### src/rtl/coord_pkg.sv
// ---------------------------------------------------------------------------
// coord_pkg
// Shared types and constants for the coordinate gate filter.
//   DEFAULT_W / DEFAULT_N_AXIS : default coordinate width and axis count
//   state_t                    : tracking state machine encoding
//   fifo_entry_t               : output FIFO entry layout at the default size
//   REJ_MAX                    : saturation value of the reject counter
// ---------------------------------------------------------------------------
package coord_pkg;

    localparam int DEFAULT_W      = 16;
    localparam int DEFAULT_N_AXIS = 3;

    localparam logic [15:0] REJ_MAX = 16'hFFFF;

    typedef enum logic {
        ACQUIRE = 1'b0,
        TRACK   = 1'b1
    } state_t;

    // Field order is the FIFO word layout: coordinates in the upper bits,
    // then the re-acquisition flag, then the held flag in bit 0.
    typedef struct packed {
        logic [DEFAULT_N_AXIS*DEFAULT_W-1:0] coord;
        logic                                reacq;
        logic                                held;
    } fifo_entry_t;

endpackage

### src/rtl/coord_out_fifo.sv
// ---------------------------------------------------------------------------
// coord_out_fifo
// Synchronous FIFO holding accepted coordinate entries.
// Ports:
//   clk, reset_n  : clock, asynchronous active-low reset
//   push, push_data : write request and data (ignored when full)
//   pop           : read request (ignored when empty)
//   head_data     : oldest entry, forced to zero while empty
//   full, empty   : occupancy flags derived from the registered count
// DEPTH must be a power of two, at least 2.
// ---------------------------------------------------------------------------
module coord_out_fifo #(
    parameter int WIDTH = 50,
    parameter int DEPTH = 4
) (
    input  logic             clk,
    input  logic             reset_n,
    input  logic             push,
    input  logic [WIDTH-1:0] push_data,
    input  logic             pop,
    output logic [WIDTH-1:0] head_data,
    output logic             full,
    output logic             empty
);

    localparam int            AW         = $clog2(DEPTH);
    localparam logic [AW:0]   FULL_COUNT = (AW+1)'(DEPTH);

    logic [WIDTH-1:0] mem [DEPTH];
    logic [AW-1:0]    wr_ptr;
    logic [AW-1:0]    rd_ptr;
    logic [AW:0]      count;
    logic             do_push;
    logic             do_pop;

    assign do_push = push && !full;
    assign do_pop  = pop && !empty;
    assign full    = (count == FULL_COUNT);
    assign empty   = (count == '0);

    // Storage array carries data only, so it needs no reset; the empty
    // gating on head_data keeps stale contents from leaking out.
    always_ff @(posedge clk) begin
        if (do_push) begin
            mem[wr_ptr] <= push_data;
        end
    end

    // Pointers wrap naturally because DEPTH is a power of two.
    always_ff @(posedge clk or negedge reset_n) begin
        if (!reset_n) begin
            wr_ptr <= '0;
            rd_ptr <= '0;
            count  <= '0;
        end else begin
            if (do_push) begin
                wr_ptr <= wr_ptr + AW'(1);
            end
            if (do_pop) begin
                rd_ptr <= rd_ptr + AW'(1);
            end
            case ({do_push, do_pop})
                2'b10:   count <= count + (AW+1)'(1);
                2'b01:   count <= count - (AW+1)'(1);
                default: count <= count;
            endcase
        end
    end

    assign head_data = empty ? '0 : mem[rd_ptr];

endmodule

### src/rtl/coord_gate_filter.sv
// ---------------------------------------------------------------------------
// coord_gate_filter
// Gates N_AXIS packed coordinates against the last accepted reference with a
// per-axis absolute-delta threshold, re-acquires the track after REACQ_COUNT
// consecutive out-of-gate samples, and buffers accepted samples in an output
// FIFO.
// Ports:
//   clk, reset_n          : clock, asynchronous active-low reset
//   in_coord/in_valid/in_ready    : input sample handshake (axis 0 in LSBs)
//   out_coord/out_reacq/out_held  : FIFO head entry fields
//   out_valid/out_ready   : output handshake
//   rej_total             : saturating count of rejected samples
//   track_lock            : high once the track has been acquired
// Optional build macro COORD_GATE_HOLD_EN: out-of-gate samples that do not
// trigger re-acquisition push the current reference with out_held=1 instead
// of being dropped.
// ---------------------------------------------------------------------------
module coord_gate_filter
    import coord_pkg::*;
#(
    parameter int W           = DEFAULT_W,
    parameter int N_AXIS      = DEFAULT_N_AXIS,
    parameter int THRESH      = 4,
    parameter int REACQ_COUNT = 3,
    parameter int FIFO_DEPTH  = 4
) (
    input  logic                clk,
    input  logic                reset_n,
    input  logic [N_AXIS*W-1:0] in_coord,
    input  logic                in_valid,
    output logic                in_ready,
    output logic [N_AXIS*W-1:0] out_coord,
    output logic                out_reacq,
    output logic                out_held,
    output logic                out_valid,
    input  logic                out_ready,
    output logic [15:0]         rej_total,
    output logic                track_lock
);

    localparam int CW = N_AXIS * W;

    // Same layout as coord_pkg::fifo_entry_t, sized by this instance.
    typedef struct packed {
        logic [CW-1:0] coord;
        logic          reacq;
        logic          held;
    } entry_t;

    state_t        state;
    state_t        state_next;
    logic [CW-1:0] ref_coord;
    logic [CW-1:0] ref_next;
    logic [7:0]    rej_cnt;
    logic [7:0]    rej_cnt_next;
    logic [7:0]    rej_cnt_inc;
    logic [15:0]   rej_total_next;
    logic          xfer;
    logic          in_gate;
    logic          push;
    logic          fifo_full;
    logic          fifo_empty;
    entry_t        push_entry;
    entry_t        head_entry;

    assign in_ready    = !fifo_full;
    assign xfer        = in_valid && in_ready;
    assign rej_cnt_inc = rej_cnt + 8'd1;

    // Per-axis unsigned absolute difference, computed without wrap; the
    // sample is in-gate only if every axis is within THRESH.
    always_comb begin : gate_check
        logic [W-1:0] a;
        logic [W-1:0] b;
        logic [W-1:0] d;
        a       = '0;
        b       = '0;
        d       = '0;
        in_gate = 1'b1;
        for (int i = 0; i < N_AXIS; i++) begin
            a = in_coord[i*W +: W];
            b = ref_coord[i*W +: W];
            d = (a > b) ? (a - b) : (b - a);
            if (d > W'(THRESH)) begin
                in_gate = 1'b0;
            end
        end
    end

    // Next-state and push decision. Only transferred samples affect state;
    // rejected samples are always consumed.
    always_comb begin
        state_next       = state;
        ref_next         = ref_coord;
        rej_cnt_next     = rej_cnt;
        rej_total_next   = rej_total;
        push             = 1'b0;
        push_entry.coord = in_coord;
        push_entry.reacq = 1'b0;
        push_entry.held  = 1'b0;
        case (state)
            ACQUIRE: begin
                if (xfer) begin
                    push             = 1'b1;
                    push_entry.reacq = 1'b1;
                    ref_next         = in_coord;
                    rej_cnt_next     = '0;
                    state_next       = TRACK;
                end
            end
            TRACK: begin
                if (xfer) begin
                    if (in_gate) begin
                        push         = 1'b1;
                        ref_next     = in_coord;
                        rej_cnt_next = '0;
                    end else begin
                        if (rej_total != REJ_MAX) begin
                            rej_total_next = rej_total + 16'd1;
                        end
                        if (rej_cnt_inc == 8'(REACQ_COUNT)) begin
                            push             = 1'b1;
                            push_entry.reacq = 1'b1;
                            ref_next         = in_coord;
                            rej_cnt_next     = '0;
                        end else begin
                            rej_cnt_next = rej_cnt_inc;
`ifdef COORD_GATE_HOLD_EN
                            push             = 1'b1;
                            push_entry.coord = ref_coord;
                            push_entry.held  = 1'b1;
`endif
                        end
                    end
                end
            end
            default: begin
                state_next = ACQUIRE;
            end
        endcase
    end

    // State register; track_lock follows it and only reset returns to ACQUIRE.
    always_ff @(posedge clk or negedge reset_n) begin
        if (!reset_n) begin
            state <= ACQUIRE;
        end else begin
            state <= state_next;
        end
    end

    // Reference, consecutive-reject counter and reject total.
    always_ff @(posedge clk or negedge reset_n) begin
        if (!reset_n) begin
            ref_coord <= '0;
            rej_cnt   <= '0;
            rej_total <= '0;
        end else begin
            ref_coord <= ref_next;
            rej_cnt   <= rej_cnt_next;
            rej_total <= rej_total_next;
        end
    end

    coord_out_fifo #(
        .WIDTH ($bits(entry_t)),
        .DEPTH (FIFO_DEPTH)
    ) u_out_fifo (
        .clk       (clk),
        .reset_n   (reset_n),
        .push      (push),
        .push_data (push_entry),
        .pop       (out_ready),
        .head_data (head_entry),
        .full      (fifo_full),
        .empty     (fifo_empty)
    );

    assign out_valid  = !fifo_empty;
    assign out_coord  = head_entry.coord;
    assign out_reacq  = head_entry.reacq;
    assign out_held   = head_entry.held;
    assign track_lock = (state == TRACK);

endmodule

### config.mk
export PLATFORM = sky130hd
export DESIGN_NAME = coord_gate_filter
export DESIGN_NICKNAME = d
export VERILOG_FILES = /design/src/rtl/coord_pkg.sv /design/src/rtl/coord_out_fifo.sv /design/src/rtl/coord_gate_filter.sv
export SDC_FILE = /design/constraint.sdc
export NUM_CORES = 1
export LEC_CHECK = 0
export ABC_AREA = 1
export BUFFER_PORTS_ARGS = -buffer_cell sky130_fd_sc_hd__buf_2
export CAP_MARGIN = 30
export CORE_ASPECT_RATIO = 1.2
export CORE_MARGIN = 2
export CORE_UTILIZATION = 64
export CTS_BUF_LIST = sky130_fd_sc_hd__clkbuf_8
export CTS_CLUSTER_SIZE = 30
export DETAILED_ROUTE_END_ITERATION = 8
export GPL_TIMING_DRIVEN = 0
export PLACE_DENSITY = 0.84
export SYNTH_ARGS = -nofsm -noshare
export SYNTH_HDL_FRONTEND = slang
export SYNTH_HIERARCHICAL = 1
export SYNTH_SLANG_ARGS = --single-unit
export TNS_END_PERCENT = 10
### constraint.sdc
create_clock -name clk -period 6.5 [get_ports clk]
set_input_delay 0.65 -clock clk [delete_from_list [all_inputs] [get_ports clk]]
set_output_delay 0.65 -clock clk [all_outputs]
set_load 0.005 [all_outputs]
; Word-level counts from Yosys, hierarchy flattened
; Memory sizes are Yosys's and may differ from the RTL's.
; Index checks and enable logic that the tools add are counted.
[classes]
add_sub_neg = 12
n_reduce_logical = 10
n_bitwise = 2
eq_ne = 8
n_mux = 29
magnitude_cmp = 6
[op_table]
columns = cell, n
row1 = $mux W48, 4
row2 = $pmux W48 S2, 1
row3 = $sub A16 B16 Y16, 6
row4 = $mux W50, 1
row5 = $gt A16 B16 Y1, 3
row6 = $gt A16 B3 Y1 const B, 3
row7 = $mux W16, 3
row8 = $mux W8, 4
row9 = $add A16 B1 Y16 const B, 1
row10 = $ne A16 B16 Y1 const B, 1
row11 = $pmux W8 S2, 1
row12 = $mux W1, 12
row13 = $add A8 B1 Y8 const B, 1
row14 = $eq A8 B2 Y1 const B, 1
row15 = $pmux W3 S2, 1
row16 = $add A2 B1 Y2 const B, 2
row17 = $pmux W1 S2, 2
row18 = $reduce_and A4 Y1, 1
row19 = $add A3 B1 Y3 const B, 1
row20 = $eq A3 B3 Y1 const B, 1
row21 = $logic_and A1 B1 Y1, 3
row22 = $logic_not A3 Y1, 1
row23 = $ne A3 B1 Y1 const B, 1
row24 = $reduce_and A3 Y1, 1
row25 = other kinds (9), 11
[word_totals]
out_inout_bits = 69
input_bits = 52
register_bits = 80
ram_bits = 196
memories = 1
[memory_table]
columns = memory, words, word_bits, read_ports, rd_clocked_by_memory_dff, write_ports, line
row1 = u_out_fifo.mem, 4, 49, 1, 0, 1, coord_out_fifo.sv:29  ; logic [WIDTH-1:0] mem [DEPTH];

; Logic depth before layout (Yosys ltp)
; Gate-level depths: netlist of run 1.
[depth]
ltp_word = 12
depth_mapped = 35
mapped_depth_nobuf = 32

; Hierarchy
; Netlist of run 1, hierarchy kept.
[by_module_without_submodules]
columns = module, seq_area_each_um2, n_inst, area_each_um2, cells_per_inst
row1 = coord_gate_filter, 1826.8, 1, 9549.2, 1667
row2 = coord_out_fifo, 6180.9, 1, 8887.3, 847

; Least setup slack after synthesis of run 1
; OpenSTA, ideal clock, no wires.
[synth_path]
kind = in2reg
startpoint = input port in_coord[32]
endpoint = memory u_out_fifo/mem[0][0] (netlist bit), enable pin
path_slack_ps = 746
arrival_ps = 5296
required_ps = 6042
path_buffers = 3
cell_stages = 26
cell_sequence = inv_1 -> ha_1 -> inv_1 -> fa_1 -> nand3_1 -> nand2_1 -> nand2_1 -> nand2_2 -> nand2_1 -> nand2_1 -> nand2_2 -> buf_2 -> nand2_1 -> nand2_1 -> nand3_1 -> nor2_1 -> nand2_1 -> nor2_2 -> nand2_2 -> nand3_4 -> nand2_4 -> buf_6 -> buf_6 -> inv_1 -> nand2_1 -> nor2_1
[synth_between]
elab_chain_cells = 10
[synth_lines]
columns = element, line
row1 = from (decl), coord_gate_filter.sv:29  ; input logic [N_AXIS*W-1:0] in_coord,
row2 = $sub A16 B16 Y16 or $gt A16 B16 Y1 (tied branches), coord_gate_filter.sv:83  ; d = (a > b) ? (a - b) : (b - a);
row3 = $mux W16 *, coord_gate_filter.sv:83
row4 = $gt A16 B3 Y1 *, coord_gate_filter.sv:84  ; if (d > W'(THRESH)) begin
row5 = $mux W1 *, coord_gate_filter.sv:84
row6 = $mux W1 *, coord_gate_filter.sv:113  ; if (in_gate) begin
row7 = $mux W1 *, coord_gate_filter.sv:112  ; if (xfer) begin
row8 = $pmux W1 S2 *, coord_gate_filter.sv:101  ; case (state)
row9 = named net push, coord_gate_filter.sv:60  ; logic push;
row10 = $logic_and A1 B1 Y1 *, coord_out_fifo.sv:36  ; assign do_push = push && !full;
row11 = $mux W1 *, coord_out_fifo.sv:44  ; if (do_push) begin
row12 = $mux W1 (not written as such) *, coord_out_fifo.sv:45  ; mem[wr_ptr] <= push_data;
row13 = to (decl), coord_out_fifo.sv:29
; Mark *: on every way through the listed nets, which the timed path passes. The rest lies on a longest branch.

; Final worst setup path of run 1
[layout_path]
startpoint = register ref_coord[0]
endpoint = memory u_out_fifo/mem[2][31] (netlist bit), enable pin
[layout_between]
elab_chain_cells = 12
[layout_lines]
columns = element, line
row1 = from (decl), coord_gate_filter.sv:52  ; logic [CW-1:0] ref_coord;
row2 = from (signal assigned), coord_gate_filter.sv:159  ; ref_coord <= ref_next;
row3 = $sub A16 B16 Y16 or $gt A16 B16 Y1 (tied branches), coord_gate_filter.sv:83
row4 = $mux W16 *, coord_gate_filter.sv:83
row5 = $gt A16 B3 Y1 *, coord_gate_filter.sv:84
row6 = $mux W1 * (3 in series), coord_gate_filter.sv:84
row7 = $mux W1 *, coord_gate_filter.sv:113
row8 = $mux W1 *, coord_gate_filter.sv:112
row9 = $pmux W1 S2 *, coord_gate_filter.sv:101
row10 = named net push, coord_gate_filter.sv:60
row11 = $logic_and A1 B1 Y1 *, coord_out_fifo.sv:36
row12 = $mux W1 *, coord_out_fifo.sv:44
row13 = $mux W1 (not written as such) *, coord_out_fifo.sv:45
; Marks and branches as above.

==> impl_metrics.tcl, run 1 <==
set metrics [dict create \
    ys_warn_count 6 \
    grt_pass1_vias 16550 \
    fp.dieW_um 158.9 \
    core.rowCount 68 \
    cp_max_fo 27 \
    drt-pass1-iter-count 6 \
    nFillCells 2311 \
    syn_area_um2 18440 \
    synth_cell_type_count 38 \
    drtAntennaViolNets 0 \
    maxSlewViolCount 0 \
    setup_slack_ps 947.5 \
    cts_resized 0 \
    place_congestion 0.9633 \
    slowest_delay_ps 860 \
    rsz0062_at_grt "no" \
    port_buffers 120 \
    seqCellArea_um2 8008 \
    tritoncts "yes" \
    clkSlewWorstSetupHoldPaths_ps 60 \
    layout-drive-gt1-share 0.1017 \
    cts_buffer_depth 3 \
    min_period_over_period 0.8542 \
    slew_headroom 0.3339 \
    crit_slowest_cell "nor2_4" \
    crit_top_cell "nand2_1" \
    critPathArrivalTime_ps 5810 \
    globalRouteTotalUtil 0.3267 \
    status "finished clean" \
    antenna_found_initial 3 \
    worstMarginPinSlew_ps 996.8 \
    syn_avg_cell_area_um2 7.334 \
    path_class "reg -> reg" \
    clock-sinks 280 \
    core-area_um2 28590 \
    avgRoutedWirePerCell_um 15.80 \
    finalPower_uw 8632 \
    synth_edf_count 200 \
    peakVddDrop_mv 0.2658 \
    drv_cap 0 \
    worst_setup_path_end_kind "register" \
    finalHoldViolCount 0 \
    grt_max_degree 63 \
    power_density_nw_per_um2 419.5 \
    synth_area_leaders "edfxtp_1 (33%), nand2_1 (18%), inv_1 (11%)" \
    cts_root_buf "clkbuf_8" \
    dieArea_um2 30190 \
    yosys.area.top_type "edfxtp_1" \
    vias 16610 \
    vias_per_cell 5.339 \
    drt_iter0_drc 1283 \
    multi_input_comb_area_um2 8049 \
    worst_skew_pair.late_latency_ps 600 \
    hold_slack_ps 322.0 \
    layout_common_cells "nand2_1 (882), inv_1 (542), nand3_1 (261), edfxtp_1 (200), buf_2 (168)" \
    ys_ff_latch 280 \
    drc 0 \
    finClkSkew_ps 45.25 \
    htree_levels 2 \
    netlist.area_leader.share 0.3258 \
    wl_um 49140 \
    finalSetupTns_ps 0 \
    layout_commonest_cell "nand2_1" \
    setup_viol 0 \
    hp-class "in -> reg" \
    initial_core_util 0.6449 \
    syn2layout_area_growth_pct 11.60 \
    min_period_ps 5552 \
    numCtsBuffers 43 \
    synthCells 2514 \
    max_freq_mhz 180.1 \
    pre_cts_ws_ps 594.1 \
    synthArstFlopShare 0.2857 \
    hpwl_um 36110 \
    worstSetupStartpointType "register" \
    grt-ovfl-total 0 \
    ys_seq_area_frac 0.4343 \
    rrSetupSlack_ps 950 \
    grt_pass1_wl_um 79330 \
    cp_data_required_time_ps 6750 \
    p_leak_uw 0.01100 \
    num_io_pins 121 \
    layout.nets 2848 \
    cts_hold_buf 1 \
    die_h_um 189.9 \
    post-cts-setup-buffers 0 \
    ys.flop_type "edfxtp_1" \
]
through the flow:
stage,cells,cell area (um^2),utilization
6_report,3110,20570,0.7197
5_1_grt,3110,20570,0.7197
3_3_place_gp,3022,19530,0.6832
3_5_place_dp,3027,19670,0.6881
2_1_floorplan,2517,18450,-
4_1_cts,3108,20570,0.7195
cells by family after synthesis:
logic type / after synthesis / share of synthesized area
fa+ha+maj: 108 / 0.07614
compound gates: 163 / 0.04594
simple gates: 1296 / 0.2907
xor+xnor: 45 / 0.02138
flops: 280 / 0.4343
buf+inv: 621 / 0.1313
other cells: 1 / 0.0002034
synth_stat cells, types with 11 or more instances:
cell type and number:
a21oi_1 113, buf_2 49, clkbuf_1 16, dfrtp_1 80, edfxtp_1 200, ha_1 101, inv_1 534, inv_2 11
nand2_1 882, nand3_1 261, nand4_1 32, nor2_1 88, nor3_1 14, o21ai_0 36, xnor2_1 13, xor2_1 32
critical path: cells and delay by family, from the launching register on:
kind / cells / cell delay (ps)
adder cells (fa/ha/maj): 2 / 660
AO/OA/AOI/OAI: 1 / 290
buffers and inverters: 7 / 1020
AND/OR/NAND/NOR: 17 / 2800
flip-flops: 1 / 410
where the power goes:
part           leakage [uW]  switching [uW]  internal [uW]  total [uW]
clock network      0.000470             744            768        1510
logic               0.00771            3170           1600        4780
registers           0.00282             176           2170        2340
total                0.0110            4090           4540        8630
worst paths after layout:
check                                          from               endpoint  cells past startpoint
worst max-delay path                   ref_coord[0]  u_out_fifo/mem[2][31]                     27
worst min-delay path                    in_coord[8]  u_out_fifo/mem[3][10]                      1
worst max register to register         ref_coord[0]  u_out_fifo/mem[2][31]                     27
worst min register to register  u_out_fifo/count[0]    u_out_fifo/count[0]                      1
max in group asynchronous                   reset_n          ref_coord[22]                      3
min in group asynchronous                   reset_n          ref_coord[43]                      2
metal layers:
| layer | part of all wire | GRT usage | up-vias |
|---|---|---|---|
| met3 | 0.064 | 0.04992 | 174 |
| met4 | 0.046 | 0.1643 | 2 |
| met1 | 0.39 | 0.3763 | 7689 |
| met5 | 0.00024 | 0 | - |
| met2 | 0.50 | 0.5944 | 628 |
| li1 | - | - | 8112 |
flip-flops by register name, indices dropped and copies added (netlist names):
register,flops
u_out_fifo/count,3
u_out_fifo/wr_ptr,2
track_lock,1
ref_coord,48
rej_cnt,8
u_out_fifo/rd_ptr,2
rej_total,16
u_out_fifo/mem,200
final cells by class:
type                            instances  area share
Antenna cell                            2   0.0002433
Buffer                                 74     0.01776
Clock buffer                           47     0.03144
Clock inverter                         33     0.01180
Inverter                              547     0.09991
Multi-Input combinational cell       1616      0.3912
Sequential cell                       280      0.3892
Tap cell                              385     0.02341
Timing Repair Buffer                  126     0.03503
Note: power is estimated with default switching activity, not from simulation.
==> inputs of run 2 (changes only) <==
--- a/config.mk
+++ b/config.mk
@@ -10,12 +10,13 @@
 export CAP_MARGIN = 30
 export CORE_ASPECT_RATIO = 1.2
 export CORE_MARGIN = 2
-export CORE_UTILIZATION = 64
-export CTS_BUF_LIST = sky130_fd_sc_hd__clkbuf_8
+export CORE_UTILIZATION = 62
+export CTS_BUF_LIST = sky130_fd_sc_hd__clkbuf_16
 export CTS_CLUSTER_SIZE = 30
 export DETAILED_ROUTE_END_ITERATION = 8
 export GPL_TIMING_DRIVEN = 0
-export PLACE_DENSITY = 0.84
+export PLACE_DENSITY = 0.8
+export SKIP_LAST_GASP = 1
 export SYNTH_ARGS = -nofsm -noshare
 export SYNTH_HDL_FRONTEND = slang
 export SYNTH_HIERARCHICAL = 1
==> run 2 against run 1 <==
Cell count down 0.80%. Hold slack gained 41 ps. Register-to-register slack improved by 240 ps. Clock power is 11% higher. Critical path type unchanged. Largest power group unchanged. Highest routed layer is now met4.
==> impl_metrics.tcl, run 2 (same netlist as run 1, synthesis figures left out) <==
set metrics [dict create \
    cts_root_buf "clkbuf_16" \
    rr_startpoint "ref_coord[0]" \
    finalHoldViolCount 0 \
    cp_max_fo 29 \
    fp.dieW_um 161.4 \
    crit_top_cell "nand2_1" \
    critPathArrivalTime_ps 5550 \
    grt_pass1_vias 15910 \
    min_period_ps 5317 \
    crit_slowest_cell "nor2_4" \
    wl_um 48380 \
    tritoncts "yes" \
    setup_viol 0 \
    hp-class "in -> reg" \
    avgRoutedWirePerCell_um 15.68 \
    min_path_cells 1 \
    peakVddDrop_mv 0.3349 \
    hold_end "u_out_fifo/mem[2][14]" \
    rsz0062_at_grt "no" \
    layout_commonest_cell "nand2_1" \
    power_density_nw_per_um2 426.5 \
    worstSetupStartpointType "register" \
    largest_register_ffs 200 \
    reg2reg_depth 27 \
    finalSetupTns_ps 0 \
    num_io_pins 121 \
    core-area_um2 29440 \
    post-cts-setup-buffers 0 \
    status "finished clean" \
    cts_buffer_depth 3 \
    min_period_over_period 0.8181 \
    syn2layout_area_growth_pct 11.92 \
    regMostFlops "u_out_fifo/mem" \
    drt_iter0_drc 1445 \
    slew_headroom 0.4482 \
    grt-ovfl-total 0 \
    dieArea_um2 31140 \
    initial_core_util 0.6262 \
    drtAntennaViolNets 0 \
    antenna_found_initial 1 \
    reg_top3 "u_out_fifo/mem: 200 flops, ref_coord: 48 flops, rej_total: 16 flops" \
    drt-pass1-iter-count 6 \
    hpwl_um 36070 \
    drc 0 \
    maxSlewViolCount 0 \
    globalRouteTotalUtil 0.3104 \
    htree_levels 1 \
    clock-sinks 280 \
    drv_cap 0 \
    die_h_um 192.9 \
    grt_pass1_wl_um 77250 \
    vias_per_cell 5.309 \
    place_congestion 0.9613 \
    layout.nets 2832 \
    fin_util 0.7009 \
    port_buffers 120 \
    path_class "reg -> reg" \
    min_from "in_coord[12]" \
    cts_resized 0 \
    clkSlewWorstSetupHoldPaths_ps 70 \
    vias 16380 \
    core.rowCount 69 \
    crit_family "simple AND/OR/NAND/NOR gates" \
    numCtsBuffers 27 \
    worstMarginPinSlew_ps 825.7 \
    worst_skew_pair.late_latency_ps 550 \
    nFillCells 2411 \
    layout_common_cells "nand2_1 (882), inv_1 (534), nand3_1 (261), edfxtp_1 (200), buf_2 (168)" \
    p_leak_uw 0.01099 \
    rrSetupSlack_ps 1180 \
    reg2reg_to "u_out_fifo/mem[2][33]" \
    finClkSkew_ps 16.26 \
    worst_setup_path_end_kind "register" \
    max_freq_mhz 188.1 \
    layout-drive-gt1-share 0.09432 \
    cp_data_required_time_ps 6730 \
    grt_max_degree 63 \
    slowest_delay_ps 740 \
    path_buf_inv 7 \
]
run 2: area by class of cell:
class | count | area, um^2 | share of cell area
Antenna cell | 2 | 5.005 | 0.0002426
Buffer | 74 | 365.4 | 0.01771
Clock buffer | 27 | 675.6 | 0.03275
Clock inverter | 23 | 266.5 | 0.01292
Inverter | 547 | 2056 | 0.09963
Multi-Input combinational cell | 1616 | 8049 | 0.3901
Sequential cell | 280 | 8008 | 0.3881
Tap cell | 390 | 488.0 | 0.02365
Timing Repair Buffer | 126 | 720.7 | 0.03493
run 2: worst max path at each step:
stage	to	startpoint	slack [ps]	cells past startpoint
CTS	u_out_fifo/mem[2][15]	ref_coord[0]	1140	27
detailed placement	u_out_fifo/mem[2][11]	in_coord[0]	690	29
global placement	u_out_fifo/mem[2][35]	in_coord[0]	-1880	28
finish	u_out_fifo/mem[2][33]	ref_coord[0]	1180	27
floorplan	u_out_fifo/mem[0][0]	in_coord[32]	750	26
global route	u_out_fifo/mem[2][29]	ref_coord[16]	880	27
run 2: metrics by stage:
| step | cell area (um^2) | setup WS [ps] | hold WS, ps | total power (uW) | cells |
|---|---|---|---|---|---|
| final | 20630 | 1183 | 363.0 | 8800 | 3085 |
| after global routing | 20630 | 875.1 | 361.5 | 9504 | 3084 |
| after CTS | 20630 | 1141 | 347.2 | 8772 | 3083 |
| after detailed placement | 19680 | 687.7 | 463.0 | 7074 | 3032 |
| after global placement | 19540 | -1883 | 457.1 | 6937 | 3027 |
| after floorplan | 18450 | 746.0 | 354.4 | 5606 | 2517 |
run 2: worst reg2reg max path, stage by stage (launching register included):
cell,delay [ps]
dfrtp_1,370
ha_1,150
inv_1,90
fa_1,460
nand3_1,140
nand2_1,100
nand2_1,110
nand2_1,110
nand2_1,70
nand2_1,60
nand2_2,180
inv_2,140
nand2_1,90
nand2_1,60
o21ai_1,250
nand2_1,90
inv_1,60
nand2_1,50
nor2_2,170
nand2_2,190
nand3_4,190
nand2_4,90
buf_6,170
buf_6,150
inv_1,90
nand2_1,290
nor2_4,740
buf_12,300
run 2: where the power goes:
part	internal (uW)	switching [uW]	total, uW
Sequential	2170	175	2340
Clock	968	701	1670
Combinational	1610	3180	4790
Total	4740	4060	8800
run 2: per-layer routing:
layer,share of wire,track usage
met2,0.50,0.5763
met1,0.39,0.3701
met3,0.066,0.03396
met4,0.036,0.1198
met5,0,0
run 2: what timing repair did:
action / 4_1_cts / 5_1_grt
setup endpoints to repair: 0 / 0
endpoints found under the hold margin: 18 / 0
hold buffers: 1 / 0
